File: src/rtl/ifetch_buf_pkg.sv
// rtl/ifetch_buf_pkg.sv - shared constants, fetch entry layout and address check for ifetch_buf
package ifetch_buf_pkg;

    localparam logic [31:0] PC_INIT     = 32'h0000_3000;
    localparam logic [31:0] EXC_VECTOR  = 32'h0000_4180;
    localparam logic [4:0]  EXC_NONE    = 5'd0;
    localparam logic [4:0]  EXC_ADEL    = 5'd4;
    localparam logic [31:0] IM_BASE_DEF = PC_INIT;
    localparam int          IM_WORDS_DEF = 4096;
    localparam int          ENTRY_W     = 69;

    typedef struct packed {
        logic [31:0] pc;
        logic [31:0] instr;
        logic [4:0]  exc;
    } fetch_entry_t;

    // Misaligned or outside [base, limit) raises AdEL.
    function automatic logic fetch_addr_bad(input logic [31:0] pc,
                                            input logic [31:0] base,
                                            input logic [31:0] limit);
        return (pc[1:0] != 2'b00) || (pc < base) || (pc >= limit);
    endfunction

endpackage

File: src/rtl/ifetch_fifo.sv
// rtl/ifetch_fifo.sv - synchronous skid FIFO with head look-ahead, clear, push/pop at any fill level
module ifetch_fifo
    import ifetch_buf_pkg::*;
#(
    parameter int DEPTH = 2,
    parameter int WIDTH = ENTRY_W,
    localparam int PTR_W = (DEPTH > 1) ? $clog2(DEPTH) : 1,
    localparam int CNT_W = $clog2(DEPTH + 1)
) (
    input  logic             clk,
    input  logic             reset,
    input  logic             clear,
    input  logic             push,
    input  logic [WIDTH-1:0] push_data,
    input  logic             pop,
    output logic [WIDTH-1:0] head_data,
    output logic [CNT_W-1:0] count
);

    logic [WIDTH-1:0] mem_q [DEPTH];
    logic [WIDTH-1:0] mem_d [DEPTH];
    logic [PTR_W-1:0] wr_ptr_q, wr_ptr_d;
    logic [PTR_W-1:0] rd_ptr_q, rd_ptr_d;
    logic [CNT_W-1:0] count_q, count_d;
    logic             do_pop;

    function automatic logic [PTR_W-1:0] ptr_inc(input logic [PTR_W-1:0] p);
        return (p == PTR_W'(DEPTH - 1)) ? '0 : p + 1'b1;
    endfunction

    always_comb begin
        mem_d    = mem_q;
        wr_ptr_d = wr_ptr_q;
        rd_ptr_d = rd_ptr_q;
        count_d  = count_q;
        do_pop   = pop && (count_q != '0);
        if (clear) begin
            wr_ptr_d = '0;
            rd_ptr_d = '0;
            count_d  = '0;
        end else begin
            // When full, the head slot is read this cycle before being overwritten at the edge.
            if (push) begin
                mem_d[wr_ptr_q] = push_data;
                wr_ptr_d        = ptr_inc(wr_ptr_q);
            end
            if (do_pop) begin
                rd_ptr_d = ptr_inc(rd_ptr_q);
            end
            case ({push, do_pop})
                2'b10:   count_d = count_q + 1'b1;
                2'b01:   count_d = count_q - 1'b1;
                default: count_d = count_q;
            endcase
        end
    end

    always_ff @(posedge clk) begin
        if (reset) begin
            wr_ptr_q <= '0;
            rd_ptr_q <= '0;
            count_q  <= '0;
        end else begin
            wr_ptr_q <= wr_ptr_d;
            rd_ptr_q <= rd_ptr_d;
            count_q  <= count_d;
        end
    end

    always_ff @(posedge clk) begin
        mem_q <= mem_d;
    end

    assign head_data = mem_q[rd_ptr_q];
    assign count     = count_q;

endmodule

File: src/rtl/ifetch_buf.sv
// rtl/ifetch_buf.sv - instruction fetch stage: BRAM issue, in-flight slot, skid FIFO to IF/ID
// Optional perf_bubble/perf_stall counters when IFETCH_PERF_EN is defined.
module ifetch_buf
    import ifetch_buf_pkg::*;
#(
    parameter int          DEPTH    = 2,
    parameter logic [31:0] IM_BASE  = IM_BASE_DEF,
    parameter int          IM_WORDS = IM_WORDS_DEF,
    parameter int          ADDR_W   = 12
) (
    input  logic              clk,
    input  logic              reset,
    input  logic [31:0]       pc_in,
    output logic              pc_en,
    input  logic              flush,
    output logic              im_en,
    output logic [ADDR_W-1:0] im_addr,
    input  logic [31:0]       im_rdata,
    input  logic              id_stall,
    output logic              id_valid,
    output logic [31:0]       id_pc,
    output logic [31:0]       id_instr,
    output logic [4:0]        id_exc
`ifdef IFETCH_PERF_EN
    ,
    output logic [31:0]       perf_bubble,
    output logic [31:0]       perf_stall
`endif
);

    localparam int          CNT_W    = $clog2(DEPTH + 1);
    localparam logic [31:0] IM_LIMIT = IM_BASE + 32'(IM_WORDS) * 32'd4;

    logic             bad, issue, deq;
    logic [CNT_W-1:0] count;
    logic [CNT_W:0]   occ;
    fetch_entry_t     head, push_entry;

    logic             slot_valid_q, slot_valid_d;
    logic [31:0]      slot_pc_q, slot_pc_d;
    logic             slot_bad_q, slot_bad_d;

    always_comb begin
        bad      = fetch_addr_bad(pc_in, IM_BASE, IM_LIMIT);
        id_valid = (count != '0);
        deq      = id_valid & ~id_stall;
        // Occupancy after this edge counts the in-flight word, so its return always has a slot.
        occ      = (CNT_W+1)'(count) + (CNT_W+1)'(slot_valid_q) - (CNT_W+1)'(deq);
        issue    = ~reset & ~flush & (occ < (CNT_W+1)'(DEPTH));
        pc_en    = issue;
        im_en    = issue & ~bad;
        im_addr  = ADDR_W'((pc_in - IM_BASE) >> 2);
    end

    always_comb begin
        slot_valid_d = issue;
        slot_pc_d    = issue ? pc_in : slot_pc_q;
        slot_bad_d   = issue ? bad : slot_bad_q;
    end

    always_ff @(posedge clk) begin
        if (reset) begin
            slot_valid_q <= 1'b0;
            slot_pc_q    <= '0;
            slot_bad_q   <= 1'b0;
        end else begin
            slot_valid_q <= slot_valid_d;
            slot_pc_q    <= slot_pc_d;
            slot_bad_q   <= slot_bad_d;
        end
    end

    always_comb begin
        push_entry.pc    = slot_pc_q;
        push_entry.instr = slot_bad_q ? 32'd0 : im_rdata;
        push_entry.exc   = slot_bad_q ? EXC_ADEL : EXC_NONE;
    end

    // A flush clears the FIFO and overrides the push of the in-flight return.
    ifetch_fifo #(
        .DEPTH (DEPTH),
        .WIDTH (ENTRY_W)
    ) u_fifo (
        .clk       (clk),
        .reset     (reset),
        .clear     (flush),
        .push      (slot_valid_q),
        .push_data (push_entry),
        .pop       (deq),
        .head_data (head),
        .count     (count)
    );

    always_comb begin
        id_pc    = id_valid ? head.pc    : 32'd0;
        id_instr = id_valid ? head.instr : 32'd0;
        id_exc   = id_valid ? head.exc   : EXC_NONE;
    end

`ifdef IFETCH_PERF_EN
    logic [31:0] perf_bubble_q, perf_bubble_d;
    logic [31:0] perf_stall_q, perf_stall_d;

    always_comb begin
        perf_bubble_d = perf_bubble_q + {31'd0, ~id_valid};
        perf_stall_d  = perf_stall_q + {31'd0, id_valid & id_stall};
    end

    always_ff @(posedge clk) begin
        if (reset) begin
            perf_bubble_q <= '0;
            perf_stall_q  <= '0;
        end else begin
            perf_bubble_q <= perf_bubble_d;
            perf_stall_q  <= perf_stall_d;
        end
    end

    assign perf_bubble = perf_bubble_q;
    assign perf_stall  = perf_stall_q;
`endif

endmodule
File: config.mk
export PLATFORM = sky130hd
export DESIGN_NAME = ifetch_buf
export DESIGN_NICKNAME = d
export VERILOG_FILES = /design/src/rtl/ifetch_buf_pkg.sv /design/src/rtl/ifetch_fifo.sv /design/src/rtl/ifetch_buf.sv
export SDC_FILE = /design/constraint.sdc
export NUM_CORES = 1
export LEC_CHECK = 0
export ABC_AREA = 0
export CORE_ASPECT_RATIO = 0.6
export CORE_MARGIN = 8
export CORE_UTILIZATION = 48
export DETAILED_ROUTE_END_ITERATION = 8
export GPL_TIMING_DRIVEN = 0
export MAX_ROUTING_LAYER = met4
export PLACE_DENSITY_LB_ADDON = 0.12
export SLEW_MARGIN = 20
export SYNTH_ARGS = -nofsm -noshare
export SYNTH_HDL_FRONTEND = slang
export SYNTH_SLANG_ARGS = --single-unit
File: constraint.sdc
create_clock -name clk -period 6.75 [get_ports clk]
set_input_delay 1.35 -clock clk [delete_from_list [all_inputs] [get_ports clk]]
set_output_delay 1.35 -clock clk [all_outputs]
set_load 0.05 [all_outputs]
==> out/qor.csv <==
stage;metric;value;unit
final_layout;multi_input_area;1890;µm²
floorplanning;fp.dieH;109;µm
global_routing;grt_max_degree;43;
detailed_routing;wl_per_cell;17.4;µm
detailed_routing;ant_nets;0;
synth;synth_warnings;0;
timing;tightest_slew;0.852;ns
critical_path;required;5.40;ns
final_layout;final_area;9270;µm²
final_layout;syn_to_final_growth;35.1;%
clock_network;htree_levels;4;
synth;syn_area_per_cell;13.5;µm²
global_routing;antenna_found_initial;0;
timing;timing.final.crit_share;0.876;
synth;synth.largest_area_cell;edfxtp_1;
synth;synth_area_leaders;edfxtp_1, dfxtp_1, mux2i_1;
timing;timing.slew.headroom;0.432;
synth;ys_seq_area_frac;0.680;
floorplanning;die_w;170;µm
power;vdd_drop_max;183;µV
placed_design;place_ws;0.862;ns
floorplanning;start_util;0.497;
clock_network;ctsResizeCount;0;
clock_network;cts_hold_buf;0;
floorplanning;row_count;33;
floorplanning;dieArea;18500;µm²
critical_path;critPathCaptureType;output port;
timing;report.final.setup_viol;0;
timing;setup_ws;0.838;ns
global_routing;gr-total-overflow;0;
global_routing;grt_pass1_wl;24600;µm
floorplanning;core-area;13800;µm²
synth;synth_top_area_frac;0.569;
clock_network;clkSinkCount;168;
final_layout;nFillCells;1042;
clock_network;cts.reportedPaths.clkPinSlew;0.06;ns
synth;netlist_area;6860;µm²
timing;layout_min_cycle_time;5.91;ns
power;cellPowerDensity;260;nW/µm²
final_layout;instances_no_fill;892;
global_routing;first_global_vias;4753;
timing;drv_slew;0;
clock_network;cts_buffer_depth;2;
job;cap_violations;0;
critical_path;crit_fanout;8;
critical_path;crit_arrival;4.56;ns
clock_network;tritoncts;yes;
detailed_routing;drt-total-wl;15500;µm
timing;fin_skew;0.0126;ns
run_status;status;completed;
placed_design;portBuffers;147;
clock_network;clock-root-buffer;clkbuf_16;
clock_network;postCtsSetupBuffers;0;
final_layout;drive_gt1_frac;0.159;
placed_design;dp.cells;860;
detailed_routing;drc;0;
final_layout;finalNetCount;759;
timing;hold_viol_final;0;
critical_path;crit_path_start_kind;input port;
detailed_routing;vias;4345;
placed_design;place.gp.congestion;0.772;
final_layout;antenna_cells;0;
global_routing;grtUsageTotal;0.177;
min_path;min_path_type;reg2reg;
detailed_routing;dr.pass1.iters;4;
floorplanning;io_pins;152;
timing;grt_setup_unrepaired;no;
synth;synth_cells;509;
synth;ys_seq_elements;168;
timing;max_freq;169;MHz
placed_design;post_dp_cell_area;8680;µm²
synth;synthDistinctLibCells;31;
detailed_routing;drt_iter0_drc;212;
final_layout;regArea;4660;µm²
critical_path;critPathKind;in2out;
placed_design;place_hpwl;11300;µm
detailed_routing;viasPerCell;4.87;
clock_network;cts_made_buffers;17;
power;leakagePower;3.09;nW
clock_network;clk_latency;0.42;ns
==> power breakdown <==
group | switching (mW) | total (mW) | internal, mW
clock | 0.399 | 0.951 | 0.551
combinational | 0.178 | 0.296 | 0.118
sequential | 0.0147 | 1.16 | 1.15
==> critical path, stage by stage <==
cell and delay [ns]:
clkdlybuf4s50_1 0.41, nor2_1 0.25, ha_1 0.28, nand2b_1 0.15
fa_1 0.41, xnor2_2 0.21, nand3_4 0.19, nor3_1 0.41
clkdlybuf4s50_1 0.89
==> cell usage in the layout (no fill, tap or decap), types with 5 or more instances in the layout <==
master / n
a21oi_1: 6
a21oi_2: 26
buf_2: 8
buf_4: 27
clkbuf_1: 11
clkbuf_16: 17
clkdlybuf4s50_1: 147
clkinvlp_4: 5
dfxtp_1: 38
edfxtp_1: 130
inv_1: 6
mux2i_1: 65
nand2_1: 56
nand2_2: 9
nor2_1: 69
nor2b_1: 32
nor3_1: 7
==> area by class of cell <==
class / instances / share of cell area
repair buffers: 156 / 0.169
well taps: 192 / 0.0259
multi-input cells: 295 / 0.204
plain buffers: 42 / 0.0312
inverters: 7 / 0.00338
flip-flops and latches: 168 / 0.503
clock inverters: 12 / 0.0155
clock buffers: 20 / 0.0471
==> cell families after synthesis <==
group,count (synthesis),synth area share
adder cells (fa/ha/maj),4,0.00839
other,1,0.000547
AND/OR/NAND/NOR,182,0.121
flip-flops,168,0.680
buffers and inverters,49,0.0467
AO/OA/AOI/OAI,33,0.0385
multiplexers,65,0.0949
XOR/XNOR,7,0.0100
==> Yosys cell counts <==
library cell and count:
nand2_2 9, mux2i_1 65, buf_8 1, dfxtp_1 38, nand2_1 56, a31oi_1 1, buf_1 1, nor3_1 8
conb_1 1, and3_1 1, nand4_1 1, xnor2_1 4, buf_12 1, nor2_1 69, a21oi_1 6, buf_2 8
clkbuf_1 8, edfxtp_1 130, buf_6 2, nor4_1 4, a21oi_2 26, fa_1 1, inv_6 1, nor2b_1 32
buf_4 21, inv_1 6, xnor2_2 1, nand3_4 1, xor2_1 2, ha_1 3, nand2b_1 1
==> through the flow <==
stage | total power, mW | util | TNS, ns | hold slack, ns
6_report | 2.41 | 0.672 | 0 | 0.453
4_1_cts | 2.43 | 0.672 | 0 | 0.454
3_3_place_gp | 1.48 | 0.622 | -176.28 | 0.430
3_5_place_dp | 1.48 | 0.630 | 0 | 0.441
2_1_floorplan | 1.36 | - | 0 | 0.425
5_1_grt | 2.49 | 0.672 | 0 | 0.469
==> registers in the layout, summed over array words and instances (netlist names) <==
signal,flops
slot_bad_q,1
u_fifo.mem_q,130
u_fifo.wr_ptr_q,1
slot_valid_q,1
slot_pc_q,32
u_fifo.count,2
u_fifo.rd_ptr_q,1
==> worst paths after layout <==
kind / start / to / slack [ns] / cells after the start
worst max register to register: u_fifo.count[1] / slot_bad_q / 3.97 / 9
worst min-delay path: slot_pc_q[18] / u_fifo.mem_q[55] / 0.45 / 0
worst max-delay path: id_stall / im_en / 0.84 / 9
worst min register to register: slot_pc_q[18] / u_fifo.mem_q[55] / 0.45 / 0
==> metal layers <==
metal,routed length [µm],track usage
met1,7360,0.227
met2,7230,0.279
met3,846,0.0495
met4,91,0.0386
met5,0,-
No activity file was read; power rests on OpenSTA's default activity.
